**src/rtl/facto_queue_core_if.sv**
```systemverilog
`default_nettype none
`timescale 1ns/1ps
// ------------------------------------------------------------------
// facto_queue_core_if: slave bus bundle for the factorial queue core
// rev 1.0
// ------------------------------------------------------------------
interface facto_queue_core_if #(
  parameter int DATA_W = 64
);
  logic              s_sel;
  logic              s_wr;
  logic [15:0]       s_addr;
  logic [DATA_W-1:0] s_din;
  logic [DATA_W-1:0] s_dout;

  modport master (
    output s_sel, s_wr, s_addr, s_din,
    input  s_dout
  );

  modport slave (
    input  s_sel, s_wr, s_addr, s_din,
    output s_dout
  );
endinterface
`default_nettype wire

```
**src/rtl/facto_queue_core.sv**
```systemverilog
`default_nettype none
`timescale 1ns/1ps
// ------------------------------------------------------------------
// facto_queue_core: FIFO-fed iterative shift-add factorial engine
// rev 1.0
// ------------------------------------------------------------------
module facto_queue_core #(
  parameter logic [15:0] BASE_ADDR = 16'h7000,
  parameter int          DATA_W    = 64,
  parameter int          OP_W      = 8,
  parameter int          DEPTH     = 4
) (
  input  wire logic          clk,
  input  wire logic          reset,
  facto_queue_core_if.slave  bus,
  output logic               interrupt
);

  localparam int RES_W  = 2 * DATA_W;
  localparam int PROD_W = RES_W + OP_W;
  localparam int AW     = $clog2(DEPTH);
  localparam int CW     = AW + 1;
  localparam int MC_W   = $clog2(OP_W) + 1;

  typedef enum logic [2:0] {
    IDLE  = 3'd0,
    LOAD  = 3'd1,
    MUL   = 3'd2,
    DEC   = 3'd3,
    WRITE = 3'd4
  } state_t;

  state_t            state;
  logic              run, mode, intren, push_err, ovf;
  logic [RES_W-1:0]  acc;
  logic [OP_W-1:0]   n, mplier;
  logic [PROD_W-1:0] partial, mcand;
  logic [MC_W-1:0]   mcnt;

  logic [OP_W-1:0]   op_mem  [DEPTH];
  logic [RES_W:0]    res_mem [DEPTH];
  logic [CW-1:0]     op_wptr, op_rptr, res_wptr, res_rptr;

  logic [CW-1:0]     op_count, res_count;
  logic              op_full, op_empty, res_full, res_empty;
  logic [OP_W-1:0]   op_head;
  logic [RES_W:0]    res_head;
  logic [OP_W-1:0]   n_dec;

  assign op_count  = op_wptr - op_rptr;
  assign res_count = res_wptr - res_rptr;
  assign op_full   = (op_count == CW'(DEPTH));
  assign op_empty  = (op_count == '0);
  assign res_full  = (res_count == CW'(DEPTH));
  assign res_empty = (res_count == '0);
  assign op_head   = op_mem[op_rptr[AW-1:0]];
  assign res_head  = res_empty ? '0 : res_mem[res_rptr[AW-1:0]];
  assign n_dec     = n - 1'b1;

  // Address decode: 8-byte stride window of eight registers above BASE_ADDR.
  logic [15:0] offset;
  logic        in_win;
  logic [2:0]  reg_idx;
  logic        wr_en, rd_en;
  logic        wr_start, wr_clear, wr_intren, wr_operand, wr_pop;
  logic        host_push, host_pop;

  assign offset     = bus.s_addr - BASE_ADDR;
  assign in_win     = (offset[15:6] == 10'd0) && (offset[2:0] == 3'd0);
  assign reg_idx    = offset[5:3];
  assign wr_en      = bus.s_sel & bus.s_wr & in_win;
  assign rd_en      = bus.s_sel & ~bus.s_wr & in_win;
  assign wr_start   = wr_en && (reg_idx == 3'd0);
  assign wr_clear   = wr_en && (reg_idx == 3'd1) && bus.s_din[0];
  assign wr_intren  = wr_en && (reg_idx == 3'd3);
  assign wr_operand = wr_en && (reg_idx == 3'd4);
  assign wr_pop     = wr_en && (reg_idx == 3'd7) && bus.s_din[0];
  assign host_push  = wr_operand & ~op_full;
  assign host_pop   = wr_pop & ~res_empty;

  logic [DATA_W-1:0] status, rd_data;

  always_comb begin
    status        = '0;
    status[0]     = ~res_empty;
    status[1]     = (state != IDLE);
    status[2]     = op_full;
    status[3]     = op_empty;
    status[4]     = res_head[RES_W];
    status[5]     = push_err;
    status[15:8]  = 8'(op_count);
    status[23:16] = 8'(res_count);
  end

  always_comb begin
    rd_data = '0;
    case (reg_idx)
      3'd2:    rd_data = status;
      3'd3:    rd_data = {{(DATA_W-1){1'b0}}, intren};
      3'd5:    rd_data = res_head[RES_W-1:DATA_W];
      3'd6:    rd_data = res_head[DATA_W-1:0];
      default: rd_data = '0;
    endcase
  end

  assign bus.s_dout = rd_en ? rd_data : '0;
  assign interrupt  = intren & ~res_empty;

  logic unused_din;
  assign unused_din = ^bus.s_din[DATA_W-1:OP_W];

  always_ff @(posedge clk) begin
    if (reset) begin
      state    <= IDLE;
      run      <= 1'b0;
      mode     <= 1'b0;
      intren   <= 1'b0;
      push_err <= 1'b0;
      ovf      <= 1'b0;
      acc      <= RES_W'(1);
      n        <= '0;
      mplier   <= '0;
      partial  <= '0;
      mcand    <= '0;
      mcnt     <= '0;
      op_wptr  <= '0;
      op_rptr  <= '0;
      res_wptr <= '0;
      res_rptr <= '0;
      for (int i = 0; i < DEPTH; i++) begin
        op_mem[i]  <= '0;
        res_mem[i] <= '0;
      end
    end else if (wr_clear) begin
      // Abort dominates any same-cycle LOAD pop or WRITE push.
      state    <= IDLE;
      run      <= 1'b0;
      push_err <= 1'b0;
      ovf      <= 1'b0;
      op_wptr  <= '0;
      op_rptr  <= '0;
      res_wptr <= '0;
      res_rptr <= '0;
    end else begin
      if (wr_intren)
        intren <= bus.s_din[0];
      if (wr_operand) begin
        if (op_full) begin
          push_err <= 1'b1;
        end else begin
          op_mem[op_wptr[AW-1:0]] <= bus.s_din[OP_W-1:0];
          op_wptr                 <= op_wptr + 1'b1;
        end
      end
      if (host_pop)
        res_rptr <= res_rptr + 1'b1;

      case (state)
        IDLE: begin
          if (run && !op_empty && !res_full)
            state <= LOAD;
        end
        LOAD: begin
          n       <= op_head;
          mplier  <= op_head;
          acc     <= RES_W'(1);
          ovf     <= 1'b0;
          partial <= '0;
          mcand   <= PROD_W'(1);
          mcnt    <= '0;
          op_rptr <= op_rptr + 1'b1;
          state   <= (op_head <= OP_W'(1)) ? WRITE : MUL;
        end
        MUL: begin
          if (mplier[0])
            partial <= partial + mcand;
          mcand  <= mcand << 1;
          mplier <= mplier >> 1;
          mcnt   <= mcnt + 1'b1;
          if (mcnt == MC_W'(OP_W - 1))
            state <= DEC;
        end
        DEC: begin
          acc     <= partial[RES_W-1:0];
          ovf     <= ovf | (|partial[PROD_W-1:RES_W]);
          n       <= n_dec;
          mplier  <= n_dec;
          partial <= '0;
          mcand   <= {{OP_W{1'b0}}, partial[RES_W-1:0]};
          mcnt    <= '0;
          state   <= (n_dec <= OP_W'(1)) ? WRITE : MUL;
        end
        WRITE: begin
          res_mem[res_wptr[AW-1:0]] <= {ovf, acc};
          res_wptr <= res_wptr + 1'b1;
          state    <= IDLE;
          if (!mode || (op_empty && !host_push))
            run <= 1'b0;
        end
        default: state <= IDLE;
      endcase

      // A START write only touches run/mode, even mid-job.
      if (wr_start) begin
        if (bus.s_din[0])
          run <= 1'b1;
        mode <= bus.s_din[1];
      end
    end
  end

endmodule
`default_nettype wire
```
**src/flat_wrapper.sv**
```systemverilog
// flat-port wrapper written by rule: the top's interface ports become plain ports
module facto_queue_core_flat 
#(
  parameter logic [15:0] BASE_ADDR = 16'h7000,
  parameter int          DATA_W    = 64,
  parameter int          OP_W      = 8,
  parameter int          DEPTH     = 4
)
  (clk, reset, interrupt, bus_s_sel, bus_s_wr, bus_s_addr, bus_s_din, bus_s_dout);
  facto_queue_core_if #(.DATA_W(DATA_W)) bus_i ();
  input  wire logic clk;
  input  wire logic reset;
  output logic interrupt;
  input wire logic [$bits(bus_i.s_sel)-1:0] bus_s_sel;
  input wire logic [$bits(bus_i.s_wr)-1:0] bus_s_wr;
  input wire logic [$bits(bus_i.s_addr)-1:0] bus_s_addr;
  input wire logic [$bits(bus_i.s_din)-1:0] bus_s_din;
  output wire logic [$bits(bus_i.s_dout)-1:0] bus_s_dout;
  assign bus_i.s_sel = bus_s_sel;
  assign bus_i.s_wr = bus_s_wr;
  assign bus_i.s_addr = bus_s_addr;
  assign bus_i.s_din = bus_s_din;
  assign bus_s_dout = bus_i.s_dout;
  facto_queue_core #(.BASE_ADDR(BASE_ADDR), .DATA_W(DATA_W), .OP_W(OP_W), .DEPTH(DEPTH)) u_core (.clk(clk), .reset(reset), .bus(bus_i), .interrupt(interrupt));
endmodule
```
**config.mk**
```make
export PLATFORM = sky130hd
export DESIGN_NAME = facto_queue_core_flat
export DESIGN_NICKNAME = d
export VERILOG_FILES = /design/src/rtl/facto_queue_core_if.sv /design/src/rtl/facto_queue_core.sv /design/src/flat_wrapper.sv
export SDC_FILE = /design/constraint.sdc
export NUM_CORES = 2
export LEC_CHECK = 0
export ABC_AREA = 1
export CAP_MARGIN = 10
export CORE_MARGIN = 4
export CORE_UTILIZATION = 45
export CTS_CLUSTER_DIAMETER = 150
export DETAILED_ROUTE_END_ITERATION = 8
export HOLD_SLACK_MARGIN = 0.12
export SYNTH_ARGS = -nofsm -noshare
export SYNTH_HDL_FRONTEND = slang
export SYNTH_SLANG_ARGS = --single-unit
```
**constraint.sdc**
```tcl
create_clock -name clk -period 13.6 [get_ports clk]
set_input_delay 1.36 -clock clk [delete_from_list [all_inputs] [get_ports clk]]
set_output_delay 1.36 -clock clk [all_outputs]
set_load 0.1 [all_outputs]
```
==> out/metrics.csv <==
metric;value;unit
status;finished clean;
grt total ovfl;0;
CTS Sinks;992;
first-pass GRT wire length;285;mm
Die X;353;um
largest net degree at the start of global routing;100;
Core Util, Final;50.1;%
Comb pwr share;8.9;%
crit-path max FO;65;
via/cell ratio;5.54;
Fill cells;11800;
vias post-DR;48500;
async set-reset flop share out of synthesis;0;%
DRC;0;
Main synth FF type;edfxtp_1;
Slew Limit Fails;0;
skew final;0.0508;ns
Hold Buf Count CTS;0;
Peak Freq;0.143;GHz
cell count after synthesis;7193;
Clk pwr share;42.7;%
# H-tree levels;3;
Final TNS setup;0;ns
PortBufs;92;
Seq/Total Area, Yosys;47.4;%
Detailed Place HPWL;139;mm
most frequent cells in the layout;1,691 x nand2_1, 1,232 x nor2_1, 929 x inv_1, 586 x o21ai_0, 548 x edfxtp_1;
Max stage delay cell, worst path;clkdlybuf4s50_1;
Die H;353;um
post-route clock period utilization;51.5;%
internal power;5210;uW
critical path, cell by cell;clkdlybuf4s50_1 > inv_1 > nor2_1 > inv_1 > nor2_4 > buf_4 > nor4_1 > nor3_1 > nand2_2 > buf_4 > a21oi_1 > clkdlybuf4s50_1;
minimum clock period;7.01;ns
Post-CTS Setup Repair Bufs;0;
Final Hold Viols;0;
worst skew pair latency;0.72;ns
clock-pin slew on the worst setup and hold paths;0.06;ns
initial drt markers;5257;
core box area;118000;um2
sw frac;25.5;%
post-route ant nets;0;
RSZ-0062 raised after global routing;false;
vias in the first global route;44700;
clk root buf;clkbuf_16;
Total Nets Final;7355;
gpl congestion;1.04;
Post-synth EDFFs;548;
Critical Path Source Type;input port;
WP data required;12.24;ns
CTS tree;done;
Sequential Power Share;48.4;%
Mapped Area;53500;um2
critical path arrival;5.65;ns
Syn. warnings;0;
IO Pins;149;
Cell Rows;126;
setup violators final;0;
Clock Tree Buf Depth;3;
Max VDD drop;0.104;mV
Slew @ Worst Pin;1.10;ns
critical path type;in -> out;
Max-Cap Viols;0;
Crit. End Element;output port;
DRT Pass-1 Iters;6;
unique cell type count in the Yosys netlist;49;
Initial Utilization;45.3;%
crit-path max cell delay;1.21;ns
total CTS buffers;106;
post-CTS sizing;0;
worst hold path cell count;2;
die area;124000;um2
initial antenna violation count;6;
R2R depth;10;
ratio of cells with drive above 1 in the final layout;3.80;%
switching pwr;1790;uW
worst hold path type;reg -> reg;
synthesis-to-finish area growth;10.5;%
Synth Register Bits;992;
static leakage;0.0228;uW
max_slew headroom;26.9;%
wire per inst;22.1;um
Mean Syn Cell Area;7.43;um2
total wire length;193;mm
PwrDens;118;nW/um2
most common cell after layout, fill and taps aside;nand2_1;
syn_nets;7425;
total track usage;30.0;%
==> cell usage after synthesis, drive strengths merged, types with 3 or more instances <==
cell,n,area share [%]
a21boi,24,0.34
o32ai,20,0.33
ha,145,3.4
fa,3,0.11
a21o,10,0.14
xnor2,6,0.098
nand4,26,0.30
nand2,1703,12
a21oi,462,4.3
a22o,11,0.18
a31oi,84,0.98
buf,89,0.85
edfxtp,548,31
inv,936,6.6
clkinv,4,0.028
or2,27,0.32
a32o,9,0.17
nand3,182,1.7
nor3,52,0.50
o211ai,4,0.056
xor2,21,0.34
a22oi,8,0.11
o21bai,11,0.15
dfxtp,444,17
o21ai,588,5.5
clkbuf,228,1.6
nor2,1238,8.7
o221ai,5,0.082
nor4,7,0.082
o22ai,254,3.0
nand3b,28,0.39
a211oi,9,0.13
==> worst max-delay path, delay by kind of cell <==
family,cells,cell delay [ns]
AOI/OAI and AO/OA,1,0.43
buffers and inverters,6,2.93
and+or+nand+nor,5,0.82
==> registers in the layout (all words and copies together), names as in the netlist, named ones only <==
name             cells
u_core.res_mem     516
u_core.op_mem       32
u_core.mplier        8
u_core.acc         128
u_core.state         3
u_core.run           1
u_core.n             8
u_core.op_wptr       3
u_core.push_err      1
u_core.ovf           1
u_core.mcand       136
u_core.res_rptr      3
u_core.mode          1
u_core.intren        1
u_core.mcnt          4
u_core.res_wptr      3
u_core.op_rptr       3
u_core.partial     136
==> layer usage <==
layer | up-vias | global-route usage, % | part of all wire (%)
met1 | 23000 | 43.7 | 45
met4 | 0 | 9.70 | 3.3
li1 | 23400 | - | -
met3 | 264 | 4.45 | 7.9
met2 | 1817 | 46.0 | 44
met5 | - | 0 | 0
==> kinds of logic after synthesis <==
family | count (synthesis) | share of synthesized area, %
simple gates | 3266 | 24.0
xor+xnor | 27 | 0.442
compound gates | 1503 | 15.6
buf+inv | 1257 | 9.06
fa+ha+maj | 148 | 3.51
flops | 992 | 47.4
==> through the flow <==
stage	setup WS (ns)	hold slack (ns)	power, uW	instances	area [um2]
3_5_place_dp	6.60	0.452	4060	8551	55500
2_1_floorplan	7.54	0.430	3870	7193	53500
4_1_cts	6.59	0.460	7030	8751	59100
6_report	6.59	0.458	7000	8752	59100
3_3_place_gp	6.60	0.443	4050	8551	55500
5_1_grt	6.26	0.477	7250	8751	59100
==> path summary, 6_finish.rpt <==
check                                to              from  slack [ns]
setup / recovery         bus_s_dout[22]     bus_s_addr[4]        6.59
hold / removal         u_core.mplier[3]  u_core.mplier[3]        0.46
setup reg to reg  u_core.res_mem[0][27]   u_core.state[2]        8.25
hold reg to reg        u_core.mplier[3]  u_core.mplier[3]        0.46
==> final cells by class <==
cell class,instances,area [um2],area share [%]
Clock buffer,151,3070,5.19
Sequential cell,992,25400,42.9
Antenna cell,1,2.50,0.00423
Inverter,940,3540,6.00
Multi-Input combinational cell,4944,23400,39.6
Clock inverter,49,558,0.944
Tap cell,1536,1920,3.25
Timing Repair Buffer,139,1270,2.15
==> power by group through the flow <==
stage	combinational [uW]	sequential, uW	clock, uW
detailed placement	612	3440	0
CTS	615	3380	3040
floorplan	451	3420	0
finish	621	3390	2990
global placement	605	3440	0
global route	689	3400	3160
Power figures use the tool's default switching activity.
